### config.mk
export PLATFORM = sky130hd
export DESIGN_NAME = mmio_console_flat
export DESIGN_NICKNAME = d
export VERILOG_FILES = /design/src/rtl/mmio_console_if.sv /design/src/rtl/mmio_console.sv /design/src/flat_wrapper.sv
export SDC_FILE = /design/constraint.sdc
export NUM_CORES = 1
export LEC_CHECK = 0
export CORE_MARGIN = 2
export CORE_UTILIZATION = 30
export DETAILED_ROUTE_END_ITERATION = 8
export DONT_BUFFER_PORTS = 1
export HOLD_SLACK_MARGIN = 0.12
export PLACE_DENSITY_LB_ADDON = 0.08
export SLEW_MARGIN = 20
export SYNTH_ARGS = -nofsm -noshare
export SYNTH_HDL_FRONTEND = slang
export SYNTH_SLANG_ARGS = --single-unit
### constraint.sdc
create_clock -name i_clk -period 11.2 [get_ports i_clk]
set_clock_uncertainty 0.05 [all_clocks]
set_input_delay 2.8 -clock i_clk [delete_from_list [all_inputs] [get_ports i_clk]]
set_output_delay 2.8 -clock i_clk [all_outputs]
set_load 0.02 [all_outputs]
### src/rtl/mmio_console_if.sv
// CPU bus, TX stream, RX stream and IRQ signals of the MMIO byte console.
interface mmio_console_if;
  logic [15:0] i_addr;
  logic [7:0]  i_wdata;
  logic        i_rw;
  logic        i_en;
  logic [7:0]  o_rdata;
  logic        o_sel;
  logic [7:0]  o_tx_data;
  logic        o_tx_valid;
  logic        i_tx_ready;
  logic [7:0]  i_rx_data;
  logic        i_rx_valid;
  logic        o_rx_ready;
  logic        o_irq;

  // Console side: responds to the bus, sources TX, sinks RX.
  modport slave (
    input  i_addr, i_wdata, i_rw, i_en, i_tx_ready, i_rx_data, i_rx_valid,
    output o_rdata, o_sel, o_tx_data, o_tx_valid, o_rx_ready, o_irq
  );

  // CPU / environment side.
  modport master (
    output i_addr, i_wdata, i_rw, i_en, i_tx_ready, i_rx_data, i_rx_valid,
    input  o_rdata, o_sel, o_tx_data, o_tx_valid, o_rx_ready, o_irq
  );
endinterface

### src/rtl/mmio_console.sv
// Memory-mapped byte console: 4-register window with TX FIFO, RX holding
// register, status/control and a level IRQ. Read timing matches block RAM.
module mmio_console #(
  parameter logic [15:0] BASE_ADDR  = 16'hFF00,
  parameter int unsigned FIFO_DEPTH = 16
) (
  input logic           i_clk,
  input logic           i_rst,
  mmio_console_if.slave bus
);

  localparam int unsigned PW = $clog2(FIFO_DEPTH);
  localparam int unsigned CW = PW + 1;

  localparam logic [1:0] OFF_DATA   = 2'd0;
  localparam logic [1:0] OFF_STATUS = 2'd1;
  localparam logic [1:0] OFF_CTRL   = 2'd2;
  localparam logic [1:0] OFF_COUNT  = 2'd3;

  logic [7:0]    r_mem [FIFO_DEPTH];
  logic [PW-1:0] r_wptr;
  logic [PW-1:0] r_rptr;
  logic [CW-1:0] r_count;
  logic          r_ovf;
  logic [1:0]    r_ctrl;
  logic          r_rx_full;
  logic [7:0]    r_rx_data;
  logic [7:0]    r_rdata;
  logic          r_sel;

  logic       w_hit;
  logic       w_acc;
  logic       w_rd;
  logic       w_wr;
  logic [1:0] w_off;
  logic       w_full;
  logic       w_empty;
  logic       w_push;
  logic       w_pop;
  logic       w_ovf_set;
  logic       w_ovf_clr;
  logic       w_rx_ready;
  logic       w_rx_accept;
  logic       w_rx_pop;
  logic [7:0] w_rd_val;

  // Address decode and access qualification.
  always_comb begin
    w_hit = (bus.i_addr[15:2] == BASE_ADDR[15:2]);
    w_off = bus.i_addr[1:0];
    w_acc = w_hit & bus.i_en;
    w_rd  = w_acc & bus.i_rw;
    w_wr  = w_acc & ~bus.i_rw;
  end

  // FIFO flags, push/pop decisions and RX handshake.
  always_comb begin
    w_full      = (r_count == CW'(FIFO_DEPTH));
    w_empty     = (r_count == '0);
    w_pop       = ~w_empty & bus.i_tx_ready;
    w_push      = w_wr & (w_off == OFF_DATA) & ~w_full;
    w_ovf_set   = w_wr & (w_off == OFF_DATA) & w_full;
    w_ovf_clr   = w_wr & (w_off == OFF_STATUS) & bus.i_wdata[4];
    w_rx_ready  = ~r_rx_full & ~i_rst;
    w_rx_accept = bus.i_rx_valid & w_rx_ready;
    w_rx_pop    = w_rd & (w_off == OFF_DATA) & r_rx_full;
  end

  // Register read mux.
  always_comb begin
    w_rd_val = 8'h00;
    case (w_off)
      OFF_DATA:   w_rd_val = r_rx_full ? r_rx_data : 8'h00;
      OFF_STATUS: w_rd_val = {3'b000, r_ovf, 1'b0, r_rx_full, w_empty, w_full};
      OFF_CTRL:   w_rd_val = {6'b000000, r_ctrl};
      OFF_COUNT:  w_rd_val = 8'(r_count);
      default:    w_rd_val = 8'h00;
    endcase
  end

  // FIFO storage; contents need no reset since count gates visibility.
  always_ff @(posedge i_clk) begin
    if (w_push) r_mem[r_wptr] <= bus.i_wdata;
  end

  // FIFO pointers and occupancy.
  always_ff @(posedge i_clk) begin
    if (i_rst) begin
      r_wptr  <= '0;
      r_rptr  <= '0;
      r_count <= '0;
    end else begin
      if (w_push) r_wptr <= r_wptr + PW'(1);
      if (w_pop)  r_rptr <= r_rptr + PW'(1);
      case ({w_push, w_pop})
        2'b10:   r_count <= r_count + CW'(1);
        2'b01:   r_count <= r_count - CW'(1);
        default: r_count <= r_count;
      endcase
    end
  end

  // Sticky overflow flag and control register.
  always_ff @(posedge i_clk) begin
    if (i_rst) begin
      r_ovf  <= 1'b0;
      r_ctrl <= 2'b00;
    end else begin
      if (w_ovf_set)      r_ovf <= 1'b1;
      else if (w_ovf_clr) r_ovf <= 1'b0;
      if (w_wr && (w_off == OFF_CTRL)) r_ctrl <= bus.i_wdata[1:0];
    end
  end

  // RX holding register; accept and CPU pop are mutually exclusive.
  always_ff @(posedge i_clk) begin
    if (i_rst) begin
      r_rx_full <= 1'b0;
      r_rx_data <= 8'h00;
    end else if (w_rx_accept) begin
      r_rx_full <= 1'b1;
      r_rx_data <= bus.i_rx_data;
    end else if (w_rx_pop) begin
      r_rx_full <= 1'b0;
    end
  end

  // One-cycle registered read response, zero when not selected.
  always_ff @(posedge i_clk) begin
    if (i_rst) begin
      r_rdata <= 8'h00;
      r_sel   <= 1'b0;
    end else if (w_rd) begin
      r_rdata <= w_rd_val;
      r_sel   <= 1'b1;
    end else begin
      r_rdata <= 8'h00;
      r_sel   <= 1'b0;
    end
  end

  assign bus.o_rdata    = r_rdata;
  assign bus.o_sel      = r_sel;
  assign bus.o_tx_data  = r_mem[r_rptr];
  assign bus.o_tx_valid = ~w_empty;
  assign bus.o_rx_ready = w_rx_ready;
  assign bus.o_irq      = (r_ctrl[0] & r_rx_full) | (r_ctrl[1] & w_empty);

endmodule

### src/flat_wrapper.sv
// flat-port wrapper written by rule: the top's interface ports become plain ports
module mmio_console_flat 
#(
  parameter logic [15:0] BASE_ADDR  = 16'hFF00,
  parameter int unsigned FIFO_DEPTH = 16
)
  (i_clk, i_rst, bus_i_addr, bus_i_wdata, bus_i_rw, bus_i_en, bus_i_tx_ready, bus_i_rx_data, bus_i_rx_valid, bus_o_rdata, bus_o_sel, bus_o_tx_data, bus_o_tx_valid, bus_o_rx_ready, bus_o_irq);
  mmio_console_if bus_i ();
  input logic i_clk;
  input logic i_rst;
  input wire logic [$bits(bus_i.i_addr)-1:0] bus_i_addr;
  input wire logic [$bits(bus_i.i_wdata)-1:0] bus_i_wdata;
  input wire logic [$bits(bus_i.i_rw)-1:0] bus_i_rw;
  input wire logic [$bits(bus_i.i_en)-1:0] bus_i_en;
  input wire logic [$bits(bus_i.i_tx_ready)-1:0] bus_i_tx_ready;
  input wire logic [$bits(bus_i.i_rx_data)-1:0] bus_i_rx_data;
  input wire logic [$bits(bus_i.i_rx_valid)-1:0] bus_i_rx_valid;
  output wire logic [$bits(bus_i.o_rdata)-1:0] bus_o_rdata;
  output wire logic [$bits(bus_i.o_sel)-1:0] bus_o_sel;
  output wire logic [$bits(bus_i.o_tx_data)-1:0] bus_o_tx_data;
  output wire logic [$bits(bus_i.o_tx_valid)-1:0] bus_o_tx_valid;
  output wire logic [$bits(bus_i.o_rx_ready)-1:0] bus_o_rx_ready;
  output wire logic [$bits(bus_i.o_irq)-1:0] bus_o_irq;
  assign bus_i.i_addr = bus_i_addr;
  assign bus_i.i_wdata = bus_i_wdata;
  assign bus_i.i_rw = bus_i_rw;
  assign bus_i.i_en = bus_i_en;
  assign bus_i.i_tx_ready = bus_i_tx_ready;
  assign bus_i.i_rx_data = bus_i_rx_data;
  assign bus_i.i_rx_valid = bus_i_rx_valid;
  assign bus_o_rdata = bus_i.o_rdata;
  assign bus_o_sel = bus_i.o_sel;
  assign bus_o_tx_data = bus_i.o_tx_data;
  assign bus_o_tx_valid = bus_i.o_tx_valid;
  assign bus_o_rx_ready = bus_i.o_rx_ready;
  assign bus_o_irq = bus_i.o_irq;
  mmio_console #(.BASE_ADDR(BASE_ADDR), .FIFO_DEPTH(FIFO_DEPTH)) u_core (.i_clk(i_clk), .i_rst(i_rst), .bus(bus_i));
endmodule
==> results.json, run 1 <==
{
  "die_h_um": 154,
  "routed_wl_um": 15800,
  "clock_latency_ps": 430,
  "synthDistinctLibCells": 50,
  "stdcell_count": 716,
  "vias": 3640,
  "top_layer_used": "met4",
  "wl_per_cell_um": 22.0,
  "route.detailed.drc": 0,
  "final.min_clock_period_ps": 5940,
  "wl_met2_um": 7770,
  "max_freq_ghz": 0.168,
  "grt_pass1_wl_um": 23900,
  "grt_max_degree": 35,
  "cts_tree": "done",
  "dp_hpwl_um": 10100,
  "postCtsHoldBufs": 0,
  "p_per_area_mw_per_mm2": 194,
  "grt_use_total": 0.139,
  "min_period_over_period": 0.531,
  "area_growth_pct": 13.2,
  "dr.first_iter.drc_count": 197,
  "firstDrtPassIters": 4,
  "cts.sinks": 166,
  "syn_nets": 469,
  "hold_path.class": "reg -> reg",
  "maxCapViolCount": 0,
  "post-cts-setup-buffer-count": 0,
  "vias_per_cell": 5.08,
  "finalSetupTns_ps": 0,
  "relSlewSlack": 0.279,
  "ios": 58,
  "ys_seq_area_frac": 0.681,
  "synth_seq_cells": 166,
  "antenna_found_initial": 0,
  "cts_buffers": 17,
  "met3_length_um": 712,
  "syn_area_per_cell_um2": 16.0,
  "syn-cell-area_mm2": 0.00676,
  "num_rows": 54,
  "grt_pass1_vias": 3844,
  "gp_congestion": 0.714,
  "critPathTopFamily": "simple AND/OR/NAND/NOR gates",
  "design.die.area_mm2": 0.0237,
  "coreArea_mm2": 0.0220,
  "drive_above_1_share": 0.181,
  "cp.arrival_ps": 3090,
  "crit_chain": "nor2_1",
  "clockRootBuffer": "clkbuf_16",
  "htreeDepth": 4,
  "yosysWarnings": 0,
  "synth_cells": 422,
  "diodes": 0,
  "crit_fanout": 34,
  "start_kind": "primary input",
  "endpoint_kind": "output port",
  "p_leak_nw": 2.44,
  "cpPeakStageDelay_ps": 290,
  "final-setup-viol-count": 0,
  "crit_slowest_cell": "nor2_1",
  "ctsLongestPathBuffers": 2,
  "finalNetCount": 470,
  "initial_core_util": 0.308,
  "crit_buf_inv": 0,
  "clkTransAtPathRegs_ps": 70,
  "wl_met1_um": 7100,
  "p_total_mw": 1.49,
  "worst_ir_drop_vdd_mv": 0.0900,
  "worst_pin_slew_ps": 1080,
  "dp_cells": 684,
  "critical_path_class": "in -> out",
  "cts_resized": 0,
  "crit_required_ps": 8350,
  "grt-ovfl-total": 0,
  "outcome": "finished clean",
  "fill_cells": 2098,
  "port_buffers": 0,
  "finalHoldViolCount": 0,
  "ant_nets": 0,
  "drv_slew": 0,
  "die_width_um": 154,
  "grt_setup_unrepaired": "no"
}
kinds of logic after synthesis:
group                      synth area share
muxes                                 0.126
DFF                                   0.681
AOI/OAI and AO/OA                    0.0511
adders and majority gates            0.0167
buffers and inverters                0.0206
xor gates and xnor gates            0.00778
and+or+nand+nor                      0.0961
routing by layer:
metal	GRT usage	up-vias
met5	0	-
met4	0.0427	0
met3	0.0383	19
met2	0.232	83
met1	0.178	1864
li1	-	1674
cells in the final DEF, fill, tap and decap left out, drive strengths merged, types with 11 or more instances in the layout:
| cell type | instances |
|---|---|
| a22oi | 16 |
| and2 | 11 |
| clkbuf | 18 |
| dfxtp | 38 |
| edfxtp | 128 |
| inv | 16 |
| mux4 | 33 |
| nand2 | 14 |
| nor2 | 27 |
state kept, by name, summed over array words and instances, names as in the netlist, named ones only:
register / count
u_core.r_mem: 128
u_core.bus.o_rdata: 8
u_core.r_rx_data: 8
u_core.r_count: 5
u_core.r_rptr: 4
u_core.r_wptr: 4
u_core.r_ctrl: 2
u_core.bus.o_sel: 1
u_core.r_ovf: 1
u_core.r_rx_full: 1
final cells by class:
cell class,count,area [µm²],area share
clock buffer,18,429,0.0561
clock inverter,14,144,0.0188
inverter,10,37.5,0.00491
multi-input combinational,221,2030,0.266
sequential,166,4610,0.602
tap,280,350,0.0458
timing repair buffer,7,52.6,0.00687
stage by stage:
stage               utilization  instance area (µm²)  setup slack, ps  hold WS [ps]
global route              0.348                 7650             5250           448
finish                    0.348                 7650             5260           420
global placement          0.322                 7080             5250           404
floorplan                     -                 6760             4840           392
CTS                       0.348                 7650             5250           428
detailed placement        0.322                 7080             5240           419
path summary, 6_finish.rpt:
path | endpoint | slack (ps) | depth (start not counted) | start
worst min-delay path | u_core.r_ovf$_SDFFE_PP0P_ | 420 | 2 | u_core.r_ovf$_SDFFE_PP0P_
worst max register to register | u_core.r_count[4]$_SDFFE_PP0P_ | 7620 | 11 | u_core.r_count[1]$_SDFFE_PP0P_
worst min register to register | u_core.r_ovf$_SDFFE_PP0P_ | 420 | 2 | u_core.r_ovf$_SDFFE_PP0P_
worst max-delay path | bus_o_rx_ready | 5260 | 1 | i_rst
synthesized netlist by cell type (all sizes together):
library cell,count,area share
or4,4,0.0050
xor2,5,0.0065
and2,11,0.010
a21boi,1,0.0011
or3,2,0.0019
inv,10,0.0056
a32oi,2,0.0026
edfxtp,128,0.57
ha,9,0.017
o311a,1,0.0015
a22oi,16,0.018
dfxtp,38,0.11
or4b,2,0.0035
o31a,1,0.0013
and4,5,0.0065
nand2b,3,0.0028
o211ai,2,0.0022
mux4,33,0.11
a211oi,1,0.0011
and3,3,0.0028
nand4bb,1,0.0017
nand3,8,0.0059
nor3b,2,0.0022
clkbuf,19,0.011
mux2i,10,0.015
a211o,1,0.0013
o21ai,10,0.0074
nand2,14,0.0078
xnor2,1,0.0013
nand4b,4,0.0052
buf,6,0.0044
nor4b,5,0.0074
a21oi,10,0.0074
nor2b,6,0.0056
mux2,1,0.0017
o31ai,3,0.0033
nor2,27,0.015
a22o,1,0.0013
a21o,1,0.0011
nor4,5,0.0046
nand4,6,0.0056
nor3,3,0.0022
a2111o,1,0.0017
report_power, final:
part	leakage [nW]	internal [mW]	switching, mW	total, mW
sequential	1.46	0.672	0.0137	0.686
combinational	0.704	0.101	0.124	0.225
clock	0.274	0.313	0.262	0.574
total	2.44	1.09	0.399	1.49
Note: power is estimated with default switching activity, not from simulation.
==> run 2: changes to the inputs <==
Clock period 11.2 ns to 4.9 ns, I/O delays scaled along.
==> run 2 against run 1 <==
Sequential power rose by 130%. Critical path depth rose by 9. Via count up 0.52%.
==> results.json, run 2 (same netlist as run 1, synthesis figures left out) <==
{
  "top_register": "u_core.r_mem",
  "antenna_found_initial": 0,
  "grt_pass1_vias": 3842,
  "cts_resized": 0,
  "routed_wl_um": 15800,
  "finalNetCount": 474,
  "largest_reg_flops": 128,
  "max_freq_ghz": 0.252,
  "num_rows": 54,
  "worst_ir_drop_vdd_mv": 0.221,
  "cp.arrival_ps": 4280,
  "dr.first_iter.drc_count": 169,
  "htreeDepth": 4,
  "worst_pin_slew_ps": 977,
  "ios": 58,
  "grt_use_total": 0.140,
  "die_h_um": 154,
  "diodes": 0,
  "reg2reg_from": "u_core.r_count[1]$_SDFFE_PP0P_",
  "maxCapViolCount": 0,
  "drv_slew": 0,
  "grt_pass1_wl_um": 23900,
  "gp_congestion": 0.700,
  "critical_path_class": "in -> reg",
  "ant_nets": 0,
  "initial_core_util": 0.308,
  "grt_setup_unrepaired": "no",
  "r2r_slack_ps": 1330,
  "clock_latency_ps": 430,
  "dp_hpwl_um": 10100,
  "cts.sinks": 166,
  "final_common_cell": "edfxtp_1",
  "postCtsHoldBufs": 0,
  "cts_buffers": 17,
  "finalSetupTns_ps": 0,
  "port_buffers": 0,
  "grt-ovfl-total": 0,
  "hold_path.class": "reg -> reg",
  "grt_max_degree": 35,
  "cts_tree": "done",
  "p_leak_nw": 2.47,
  "wl_per_cell_um": 21.9,
  "coreArea_mm2": 0.0220,
  "post-cts-setup-buffer-count": 0,
  "min_period_over_period": 0.809,
  "firstDrtPassIters": 4,
  "area_growth_pct": 13.9,
  "reg2regPathDepth": 11,
  "finalHoldViolCount": 0,
  "whs_endpoint": "u_core.r_ovf$_SDFFE_PP0P_",
  "vias_per_cell": 5.08,
  "drive_above_1_share": 0.189,
  "clockRootBuffer": "clkbuf_16",
  "ctsLongestPathBuffers": 2,
  "utilization": 0.351,
  "outcome": "finished clean",
  "endpoint_kind": "flip-flop",
  "p_per_area_mw_per_mm2": 445,
  "relSlewSlack": 0.348,
  "die_width_um": 154,
  "design.die.area_mm2": 0.0237,
  "route.detailed.drc": 0,
  "fill_cells": 2107,
  "start_kind": "primary input",
  "hold_depth": 2,
  "vias": 3659,
  "layout_common_cells": "128 x edfxtp_1, 37 x dfxtp_1, 33 x mux4_2",
  "final.min_clock_period_ps": 3960,
  "crit_fanout": 11,
  "min_from": "u_core.r_ovf$_SDFFE_PP0P_",
  "crit_required_ps": 5220,
  "clkTransAtPathRegs_ps": 70,
  "final-setup-viol-count": 0,
  "r2r-end": "u_core.r_count[4]$_SDFFE_PP0P_"
}
==> run 2: per-stage QoR <==
step | total power, mW | cell area, µm² | setup WS, ps | cells | hold slack, ps
5_1_grt | 3.58 | 7700 | 751 | 720 | 449
3_5_place_dp | 2.13 | 7110 | 493 | 688 | 421
6_report | 3.43 | 7700 | 936 | 720 | 426
2_1_floorplan | 2.03 | 6760 | 627 | 422 | 392
3_3_place_gp | 2.13 | 7110 | 582 | 688 | 415
4_1_cts | 3.47 | 7700 | 944 | 720 | 434
==> run 2: worst max path at each step <==
| stage | from | endpoint | slack (ps) | depth (start not counted) |
|---|---|---|---|---|
| floorplan | bus_i_addr[3] | u_core.r_count[4]$_SDFFE_PP0P_ | 630 | 13 |
| global placement | bus_i_addr[3] | u_core.r_count[4]$_SDFFE_PP0P_ | 580 | 10 |
| detailed placement | bus_i_addr[3] | u_core.r_count[4]$_SDFFE_PP0P_ | 490 | 10 |
| CTS | bus_i_addr[3] | u_core.r_count[4]$_SDFFE_PP0P_ | 940 | 10 |
| global route | bus_i_addr[3] | u_core.r_count[4]$_SDFFE_PP0P_ | 750 | 10 |
| finish | bus_i_addr[3] | u_core.r_count[4]$_SDFFE_PP0P_ | 940 | 10 |
==> run 2: where the power goes <==
| part | switching, mW | internal [mW] | total, mW |
|---|---|---|---|
| clock network | 0.581 | 0.765 | 1.35 |
| logic | 0.281 | 0.231 | 0.513 |
| registers | 0.0307 | 1.54 | 1.57 |
==> run 2: area by class of cell <==
cell class / instances / area (µm²) / share of cell area
flip-flops and latches: 166 / 4610 / 0.598
multi-input cells: 221 / 2030 / 0.264
clock buffers: 17 / 425 / 0.0553
well taps: 280 / 350 / 0.0455
clock inverters: 15 / 164 / 0.0213
repair buffers: 11 / 82.6 / 0.0107
inverters: 10 / 37.5 / 0.00488
==> run 2: critical path, cell delays in order <==
cell and delay [ps]:
or4b_4 530, or4_4 610, nor2_2 220, inv_2 110, ha_1 310, ha_1 380
o21ai_0 90, or3_1 350, a2111o_1 380, nand4_1 70
==> run 2: metal layers <==
layer	vias up	track usage	wire length [µm]
li1	1678	-	-
met1	1881	0.178	7080
met2	89	0.232	7750
met3	11	0.0448	825
met4	0	0.0347	141
met5	-	0	0
